==> config.mk <==
export PLATFORM = sky130hd
export DESIGN_NAME = io_port_controller_flat
export DESIGN_NICKNAME = d
export VERILOG_FILES = /design/src/rtl/io_port_controller_if.sv /design/src/rtl/io_port_controller.sv /design/src/flat_wrapper.sv
export SDC_FILE = /design/constraint.sdc
export NUM_CORES = 1
export LEC_CHECK = 0
export ABC_AREA = 1
export CAP_MARGIN = 0
export CORE_MARGIN = 1.5
export CORE_UTILIZATION = 57
export DETAILED_ROUTE_END_ITERATION = 6
export PLACE_DENSITY = 0.84
export SLEW_MARGIN = 25
export SYNTH_ARGS = -nofsm -noshare
export SYNTH_HDL_FRONTEND = slang
export SYNTH_SLANG_ARGS = --single-unit
==> constraint.sdc <==
create_clock -name iClock -period 3.9 [get_ports iClock]
set_input_delay 0.39 -clock iClock [delete_from_list [all_inputs] [get_ports iClock]]
set_output_delay 0.39 -clock iClock [all_outputs]
set_load 0.02 [all_outputs]
==> src/rtl/io_port_controller_if.sv <==
// IO bus between the data manager and the IO port controller.
// The data manager drives the strobes, address and store data; the controller returns read data.
interface io_port_controller_if;
  logic        iDoIoRead;
  logic        iDoIoWrite;
  logic [31:0] iAddress;
  logic [31:0] iWriteData;
  logic [15:0] oReadData;

  modport master (
    output iDoIoRead,
    output iDoIoWrite,
    output iAddress,
    output iWriteData,
    input  oReadData
  );

  modport slave (
    input  iDoIoRead,
    input  iDoIoWrite,
    input  iAddress,
    input  iWriteData,
    output oReadData
  );
endinterface

==> src/rtl/io_port_controller.sv <==
// Memory-mapped IO endpoint: LED register, debounced switch input,
// 8-digit multiplexed seven-segment driver and a sticky illegal-access flag.
module io_port_controller #(
  parameter logic [31:0] IO_BASE         = 32'hFFFFFC00,
  parameter int          DEBOUNCE_CYCLES = 100000,
  parameter int          SCAN_CYCLES     = 100000
) (
  input  logic                       iClock,
  input  logic                       iReset,
  io_port_controller_if.slave        bus,
  input  logic [23:0]                iSwitches,
  output logic [23:0]                oLeds,
  output logic [7:0]                 oSegEnable,
  output logic [7:0]                 oSegCode,
  output logic                       oIoFault
);

  localparam int DEB_W = (DEBOUNCE_CYCLES > 1) ? $clog2(DEBOUNCE_CYCLES) : 1;
  localparam int SCAN_W = (SCAN_CYCLES > 1) ? $clog2(SCAN_CYCLES) : 1;
  localparam logic [DEB_W-1:0] DEB_MAX = DEB_W'(DEBOUNCE_CYCLES - 1);
  localparam logic [SCAN_W-1:0] SCAN_MAX = SCAN_W'(SCAN_CYCLES - 1);

  logic [23:0]       r_led;
  logic [31:0]       r_seg;
  logic              r_fault;
  logic [23:0]       r_sync1;
  logic [23:0]       r_sync2;
  logic [23:0]       r_cand;
  logic [23:0]       r_stable;
  logic [DEB_W-1:0]  r_deb_cnt;
  logic [SCAN_W-1:0] r_scan_cnt;
  logic [2:0]        r_idx;
  logic [7:0]        r_seg_en;
  logic [7:0]        r_seg_code;

  logic [9:0]  w_off;
  logic        w_in_win;
  logic        w_hit;
  logic        w_off_led_lo;
  logic        w_off_led_hi;
  logic        w_off_sw_lo;
  logic        w_off_sw_hi;
  logic        w_off_seg_lo;
  logic        w_off_seg_hi;
  logic        w_writable;
  logic        w_sw_off;
  logic        w_mapped;
  logic        w_wr_en;
  logic        w_fault_evt;
  logic [15:0] w_rd_data;
  logic        w_unused_wdata;

  function automatic logic [7:0] f_hex(input logic [3:0] n);
    logic [7:0] p;
    case (n)
      4'h0: p = 8'hC0;
      4'h1: p = 8'hF9;
      4'h2: p = 8'hA4;
      4'h3: p = 8'hB0;
      4'h4: p = 8'h99;
      4'h5: p = 8'h92;
      4'h6: p = 8'h82;
      4'h7: p = 8'hF8;
      4'h8: p = 8'h80;
      4'h9: p = 8'h90;
      4'hA: p = 8'h88;
      4'hB: p = 8'h83;
      4'hC: p = 8'hC6;
      4'hD: p = 8'hA1;
      4'hE: p = 8'h86;
      default: p = 8'h8E;
    endcase
    return p;
  endfunction

  assign w_off        = bus.iAddress[9:0];
  assign w_in_win     = (bus.iAddress[31:10] == IO_BASE[31:10]);
  assign w_hit        = (bus.iDoIoRead | bus.iDoIoWrite) & w_in_win;
  assign w_off_led_lo = (w_off == 10'h060);
  assign w_off_led_hi = (w_off == 10'h062);
  assign w_off_sw_lo  = (w_off == 10'h070);
  assign w_off_sw_hi  = (w_off == 10'h072);
  assign w_off_seg_lo = (w_off == 10'h080);
  assign w_off_seg_hi = (w_off == 10'h082);
  assign w_writable   = w_off_led_lo | w_off_led_hi | w_off_seg_lo | w_off_seg_hi;
  assign w_sw_off     = w_off_sw_lo | w_off_sw_hi;
  assign w_mapped     = w_writable | w_sw_off;
  assign w_wr_en      = bus.iDoIoWrite & w_in_win & w_writable;

  // A simultaneous read+write still performs the write; only the flag records it.
  assign w_fault_evt = w_hit & (bus.iAddress[0] | ~w_mapped |
                                (bus.iDoIoWrite & w_sw_off) |
                                (bus.iDoIoRead & bus.iDoIoWrite));

  assign w_unused_wdata = ^bus.iWriteData[31:16];

  always_comb begin
    w_rd_data = 16'h0000;
    if (bus.iDoIoRead && w_in_win) begin
      case (w_off)
        10'h060: w_rd_data = r_led[15:0];
        10'h062: w_rd_data = {8'h00, r_led[23:16]};
        10'h070: w_rd_data = r_stable[15:0];
        10'h072: w_rd_data = {8'h00, r_stable[23:16]};
        10'h080: w_rd_data = r_seg[15:0];
        10'h082: w_rd_data = r_seg[31:16];
        default: w_rd_data = 16'h0000;
      endcase
    end
  end

  assign bus.oReadData = w_rd_data;

  always_ff @(posedge iClock) begin
    if (iReset) begin
      r_led   <= '0;
      r_seg   <= '0;
      r_fault <= 1'b0;
    end else begin
      if (w_wr_en) begin
        if (w_off_led_lo) r_led[15:0]  <= bus.iWriteData[15:0];
        if (w_off_led_hi) r_led[23:16] <= bus.iWriteData[7:0];
        if (w_off_seg_lo) r_seg[15:0]  <= bus.iWriteData[15:0];
        if (w_off_seg_hi) r_seg[31:16] <= bus.iWriteData[15:0];
      end
      if (w_fault_evt) r_fault <= 1'b1;
    end
  end

  // Debounce treats the 24 switches as one word; the counter saturates at DEB_MAX.
  always_ff @(posedge iClock) begin
    if (iReset) begin
      r_sync1   <= '0;
      r_sync2   <= '0;
      r_cand    <= '0;
      r_stable  <= '0;
      r_deb_cnt <= '0;
    end else begin
      r_sync1 <= iSwitches;
      r_sync2 <= r_sync1;
      if (r_sync2 != r_cand) begin
        r_cand    <= r_sync2;
        r_deb_cnt <= '0;
      end else if (r_deb_cnt == DEB_MAX) begin
        r_stable <= r_cand;
      end else begin
        r_deb_cnt <= r_deb_cnt + 1'b1;
      end
    end
  end

  // Segment outputs are registered from the current index, so they trail it by a cycle.
  always_ff @(posedge iClock) begin
    if (iReset) begin
      r_scan_cnt <= '0;
      r_idx      <= '0;
      r_seg_en   <= 8'hFE;
      r_seg_code <= 8'hC0;
    end else begin
      if (r_scan_cnt == SCAN_MAX) begin
        r_scan_cnt <= '0;
        r_idx      <= r_idx + 1'b1;
      end else begin
        r_scan_cnt <= r_scan_cnt + 1'b1;
      end
      r_seg_en   <= ~(8'h01 << r_idx);
      r_seg_code <= f_hex(r_seg[{r_idx, 2'b00} +: 4]);
    end
  end

  assign oLeds      = r_led;
  assign oSegEnable = r_seg_en;
  assign oSegCode   = r_seg_code;
  assign oIoFault   = r_fault;

endmodule

==> src/flat_wrapper.sv <==
// flat-port wrapper written by rule: the top's interface ports become plain ports
module io_port_controller_flat 
#(
  parameter logic [31:0] IO_BASE         = 32'hFFFFFC00,
  parameter int          DEBOUNCE_CYCLES = 100000,
  parameter int          SCAN_CYCLES     = 100000
)
  (iClock, iReset, iSwitches, oLeds, oSegEnable, oSegCode, oIoFault, bus_iDoIoRead, bus_iDoIoWrite, bus_iAddress, bus_iWriteData, bus_oReadData);
  io_port_controller_if bus_i ();
  input  logic iClock;
  input  logic iReset;
  input  logic [23:0] iSwitches;
  output logic [23:0] oLeds;
  output logic [7:0] oSegEnable;
  output logic [7:0] oSegCode;
  output logic oIoFault;
  input wire logic [$bits(bus_i.iDoIoRead)-1:0] bus_iDoIoRead;
  input wire logic [$bits(bus_i.iDoIoWrite)-1:0] bus_iDoIoWrite;
  input wire logic [$bits(bus_i.iAddress)-1:0] bus_iAddress;
  input wire logic [$bits(bus_i.iWriteData)-1:0] bus_iWriteData;
  output wire logic [$bits(bus_i.oReadData)-1:0] bus_oReadData;
  assign bus_i.iDoIoRead = bus_iDoIoRead;
  assign bus_i.iDoIoWrite = bus_iDoIoWrite;
  assign bus_i.iAddress = bus_iAddress;
  assign bus_i.iWriteData = bus_iWriteData;
  assign bus_oReadData = bus_i.oReadData;
  io_port_controller #(.IO_BASE(IO_BASE), .DEBOUNCE_CYCLES(DEBOUNCE_CYCLES), .SCAN_CYCLES(SCAN_CYCLES)) u_core (.iClock(iClock), .iReset(iReset), .bus(bus_i), .iSwitches(iSwitches), .oLeds(oLeds), .oSegEnable(oSegEnable), .oSegCode(oSegCode), .oIoFault(oIoFault));
endmodule
==> results list <==
- Max-cap violations in this run came to 0.
- Floorplan core area: between 15000 and 20000 um2
- Number of stages on the worst hold path: 4
- Areal power density over the cells: 383 nW/um2
* Slew Limit Headroom: 0.450
- Crit path time final: roughly 3.3 ns
- At the pin with the least slew margin, the transition time is between 0.8 and 0.9 ns.
- Die extent in y: ~130 um
- Total setup buffers inserted after CTS: 0
* Drt initial violations: between 600 and 700
- Initial antenna violation count: 0
* Hold Path End: u_core.r_stable[15]$_SDFFE_PP0P_
- The die is between 100 and 150 um wide.
* Clock transition at the registers of the reported paths: approximately 0.060 ns
* Total DRC errors in the routed layout: 0
- The hold violation count in the final report was 0.
- Via count: about 8700
- Counting both buffers and inverters, the worst setup path holds a total of 3.
- Number of different library cells in the post-synthesis netlist: 43
- On the critical path, the stage with the largest delay is an instance of sky130_fd_sc_hd__clkdlybuf4s50_1.
* Utilization after layout: 0.716
- Area enclosed by the die boundary: between 15000 and 20000 um2
- Number of buffers inserted during clock tree synthesis: 22
* Storage cell area: 4100 um2
* Root buffer selected by CTS: sky130_fd_sc_hd__clkbuf_16
* CP arrival: 2.91 ns
- CTS tree: yes
- Leakage power: 0.00517 uW
- For this run, the slowest stage of the critical path takes 0.64 ns.
* Run status: finished clean
* Kind of cell adding the most delay to the critical path: buffers and inverters
* Worst Hold Launch: iReset
* Period utilization: 0.847
- Clock latency on the worst-skew pair: approximately 0.51 ns
- The worst setup path is captured at a primary output.
* Data required time of the worst path: about 3.5 ns
- The number of antenna diodes in the final layout is 0.
- Post-synthesis instance area: approximately 9500 um2
- Count of cell instances traversed by the critical path: 9
- Port buffering added between 100 and 150 buffers.
* Worst Hold Class: in -> reg
- Clock skew on the completed layout was measured at roughly 0.028 ns.
- Largest cells by area after synthesis: sky130_fd_sc_hd__dfxtp_1 (43%), sky130_fd_sc_hd__nand2_1 (14%), sky130_fd_sc_hd__nor2_1 (13%)
- Vias in the first global route: roughly 8000
- Net count after synthesis: about 1500
* Flops & latches, synth: ~210
- For the final routed database, the setup TNS stands at 0 ns.
- H-tree depth: 1
- The startpoint identified for the worst register-to-register timing path is u_core.r_idx[0]$_SDFFE_PP0P_.
- Number of clock sinks seen by CTS: about 200
- Area delta synth->final: 21.2%
- Final global-route overflow total: 0
* Final #Nets: 1627
- Number of cells traversed by the worst register-to-register path: 11
- For this design the top-level I/O count stands at 149.
- Dpl hpwl: approximately 15000 um
* Count of standard-cell rows: 46
- Cell-by-cell trace of the critical path: clkdlybuf4s50_1 > nor2_1 > nand2_1 > nor2_1 > nand2_1 > inv_1 > a22oi_1 > a21oi_1 > clkdlybuf4s50_1
- Pins over their slew limit: 0
* Cell taking the most area after synthesis: sky130_fd_sc_hd__dfxtp_1
- Setup violations remaining at the end of the flow were counted as 0.
* Unrepaired setup endpoints after global routing: no
- The first global-routing pass estimated ~37000 um of wire.
- Entering global routing, the biggest net connects 81 pins.
- The count of nets left with antenna violations once routing finished came out at 0.
- The number of gates resized after CTS was 0.
* Number of detailed-routing iterations run before antenna repair: 5
- Per-cell routed wire length: 12.7 um
- Max rail drop VDD: about 0.25 mV
- Initial Util: 0.591
- GP Congestion: about 0.94
* Share of layout cells above drive strength 1: 0.0541
- After filler insertion, the fill cell instance count of the layout stands at around 1300.
- Of the synthesized area, sequential elements account for 0.433.
* Worst reg2reg path endpoint: u_core.oSegCode[3]$_SDFF_PP0_
* Number of warnings issued by yosys: 0
- Worst Path Max Fanout: 14
- Timing would allow up to 0.303 GHz.
- Footprint of the multi-input gates: 4230 um2
- Via count normalized by instance count: around 5
* Post-CTS Hold Buffers: 0
- Routed wire length: approximately 22000 um
- Buffer depth of the longest clock path: 3
* Class of the most critical setup path: in -> out
* Fraction of synthesized cell area taken by the top area cell type: 0.433
* Startpoint kind of the worst setup timing path: input port
- In the global route stage, overall resource usage came out at 0.252.
* Reg-to-reg setup timing slack: 1.22 ns
- Cell count after synthesis: roughly 1400
* Mapped Avg Cell Area: 6.73 um2
power breakdown:
group          switching [uW]  total, uW  internal [uW]
sequential               16.0       2140           2130
combinational             133        244            110
clock                     832       2020           1180
worst reg2reg max path, cell delays in order, from the launching register on:
cell and delay, ns:
sky130_fd_sc_hd__dfxtp_1 0.83, sky130_fd_sc_hd__inv_4 0.21, sky130_fd_sc_hd__a21oi_1 0.18, sky130_fd_sc_hd__o21ai_0 0.11, sky130_fd_sc_hd__nand2_1 0.07, sky130_fd_sc_hd__inv_1 0.04
sky130_fd_sc_hd__o21ai_1 0.37, sky130_fd_sc_hd__inv_1 0.17, sky130_fd_sc_hd__ha_1 0.31, sky130_fd_sc_hd__nand2_1 0.10, sky130_fd_sc_hd__nand3_1 0.07, sky130_fd_sc_hd__a21oi_1 0.14
cell type report:
class / count / share of cell area
repair buffers: 137 / 0.118
clock inverters: 8 / 0.00794
clock buffers: 29 / 0.0537
inverters: 222 / 0.0727
multi-input cells: 932 / 0.368
flip-flops and latches: 205 / 0.357
well taps: 216 / 0.0235
metal layers:
metal,GRT usage,share of wire
met5,0,0
met4,0.102,0.036
met3,0.0373,0.070
met2,0.431,0.47
met1,0.320,0.43
sequential cells by signal (all words and copies together), names as in the netlist:
register,flops
u_core.oIoFault,1
u_core.r_sync1,24
u_core.r_idx,3
u_core.oLeds,24
u_core.r_scan_cnt,17
u_core.r_seg,32
u_core.oSegCode,7
u_core.r_deb_cnt,17
u_core.r_cand,24
u_core.r_sync2,24
u_core.oSegEnable,8
u_core.r_stable,24
worst max-delay path by stage:
stage,from,to,slack (ns)
CTS,bus_iAddress[6],bus_oReadData[7],0.65
detailed placement,bus_iAddress[6],bus_oReadData[7],0.65
finish,bus_iAddress[0],bus_oReadData[5],0.60
global placement,bus_iAddress[6],bus_oReadData[4],0.69
floorplan,bus_iAddress[0],bus_oReadData[7],1.88
global route,bus_iAddress[0],bus_oReadData[6],0.45
cells in the final DEF, fill, tap and decap left out, types with 2 or more instances in the layout:
cell	count
sky130_fd_sc_hd__nor2_2	7
sky130_fd_sc_hd__xnor2_1	7
sky130_fd_sc_hd__nor2_4	3
sky130_fd_sc_hd__clkinv_8	2
sky130_fd_sc_hd__dfxtp_1	205
sky130_fd_sc_hd__ha_1	15
sky130_fd_sc_hd__nor2_1	322
sky130_fd_sc_hd__inv_2	5
sky130_fd_sc_hd__xor2_1	12
sky130_fd_sc_hd__or2_2	5
sky130_fd_sc_hd__inv_1	214
sky130_fd_sc_hd__nor3b_1	2
sky130_fd_sc_hd__nand2_2	5
sky130_fd_sc_hd__nand3_1	30
sky130_fd_sc_hd__o22ai_1	15
sky130_fd_sc_hd__clkdlybuf4s50_1	130
sky130_fd_sc_hd__nand2_1	354
sky130_fd_sc_hd__buf_4	6
sky130_fd_sc_hd__a22oi_1	5
sky130_fd_sc_hd__clkbuf_8	4
sky130_fd_sc_hd__clkbuf_16	22
sky130_fd_sc_hd__o21ai_0	37
sky130_fd_sc_hd__nor4_1	3
sky130_fd_sc_hd__clkinv_2	4
sky130_fd_sc_hd__o21ai_1	4
sky130_fd_sc_hd__nand2_4	4
sky130_fd_sc_hd__clkinv_1	2
sky130_fd_sc_hd__a21oi_1	42
sky130_fd_sc_hd__clkbuf_1	3
sky130_fd_sc_hd__nor3_2	4
sky130_fd_sc_hd__nand4_1	30
sky130_fd_sc_hd__nor3_1	10
sky130_fd_sc_hd__nand3_2	4
sky130_fd_sc_hd__o211ai_1	2
synthesized netlist by cell type (all sizes together):
cell type and count:
o21a 1, o21ai 42, nor3 14, clkinv 2
buf 36, xnor2 7, clkbuf 15, xor2 12
inv 220, ha 15, conb 1, o22ai 15
or2 6, a21oi 43, o211ai 2, nor4 3
nand2 363, nor2b 1, dfxtp 205, nand3 34
nor2 333, nand4 31, a31oi 1, nor3b 2
a211oi 1, a22oi 5
per-stage QoR:
| stage | worst slack (ns) | hold slack, ns | cell area (um2) | cells | total power [uW] |
|---|---|---|---|---|---|
| after detailed placement | 0.650 | 0.393 | 10800 | 1712 | 2430 |
| after CTS | 0.651 | 0.223 | 11500 | 1749 | 4420 |
| after floorplan | 1.88 | 0.388 | 9490 | 1410 | 2320 |
| final | 0.599 | 0.231 | 11500 | 1749 | 4400 |
| after global routing | 0.446 | 0.248 | 11500 | 1749 | 4570 |
| after global placement | 0.686 | 0.390 | 10800 | 1712 | 2420 |
logic make-up after synthesis:
family	count (synthesis)	synth area share
xor gates and xnor gates	19	0.0175
other	1	0.000395
adders and majority gates	15	0.0198
and+or+nand+nor	787	0.345
AOI/OAI and AO/OA	110	0.0633
DFF	205	0.433
buffers and inverters	273	0.122
Power figures use the tool's default switching activity.
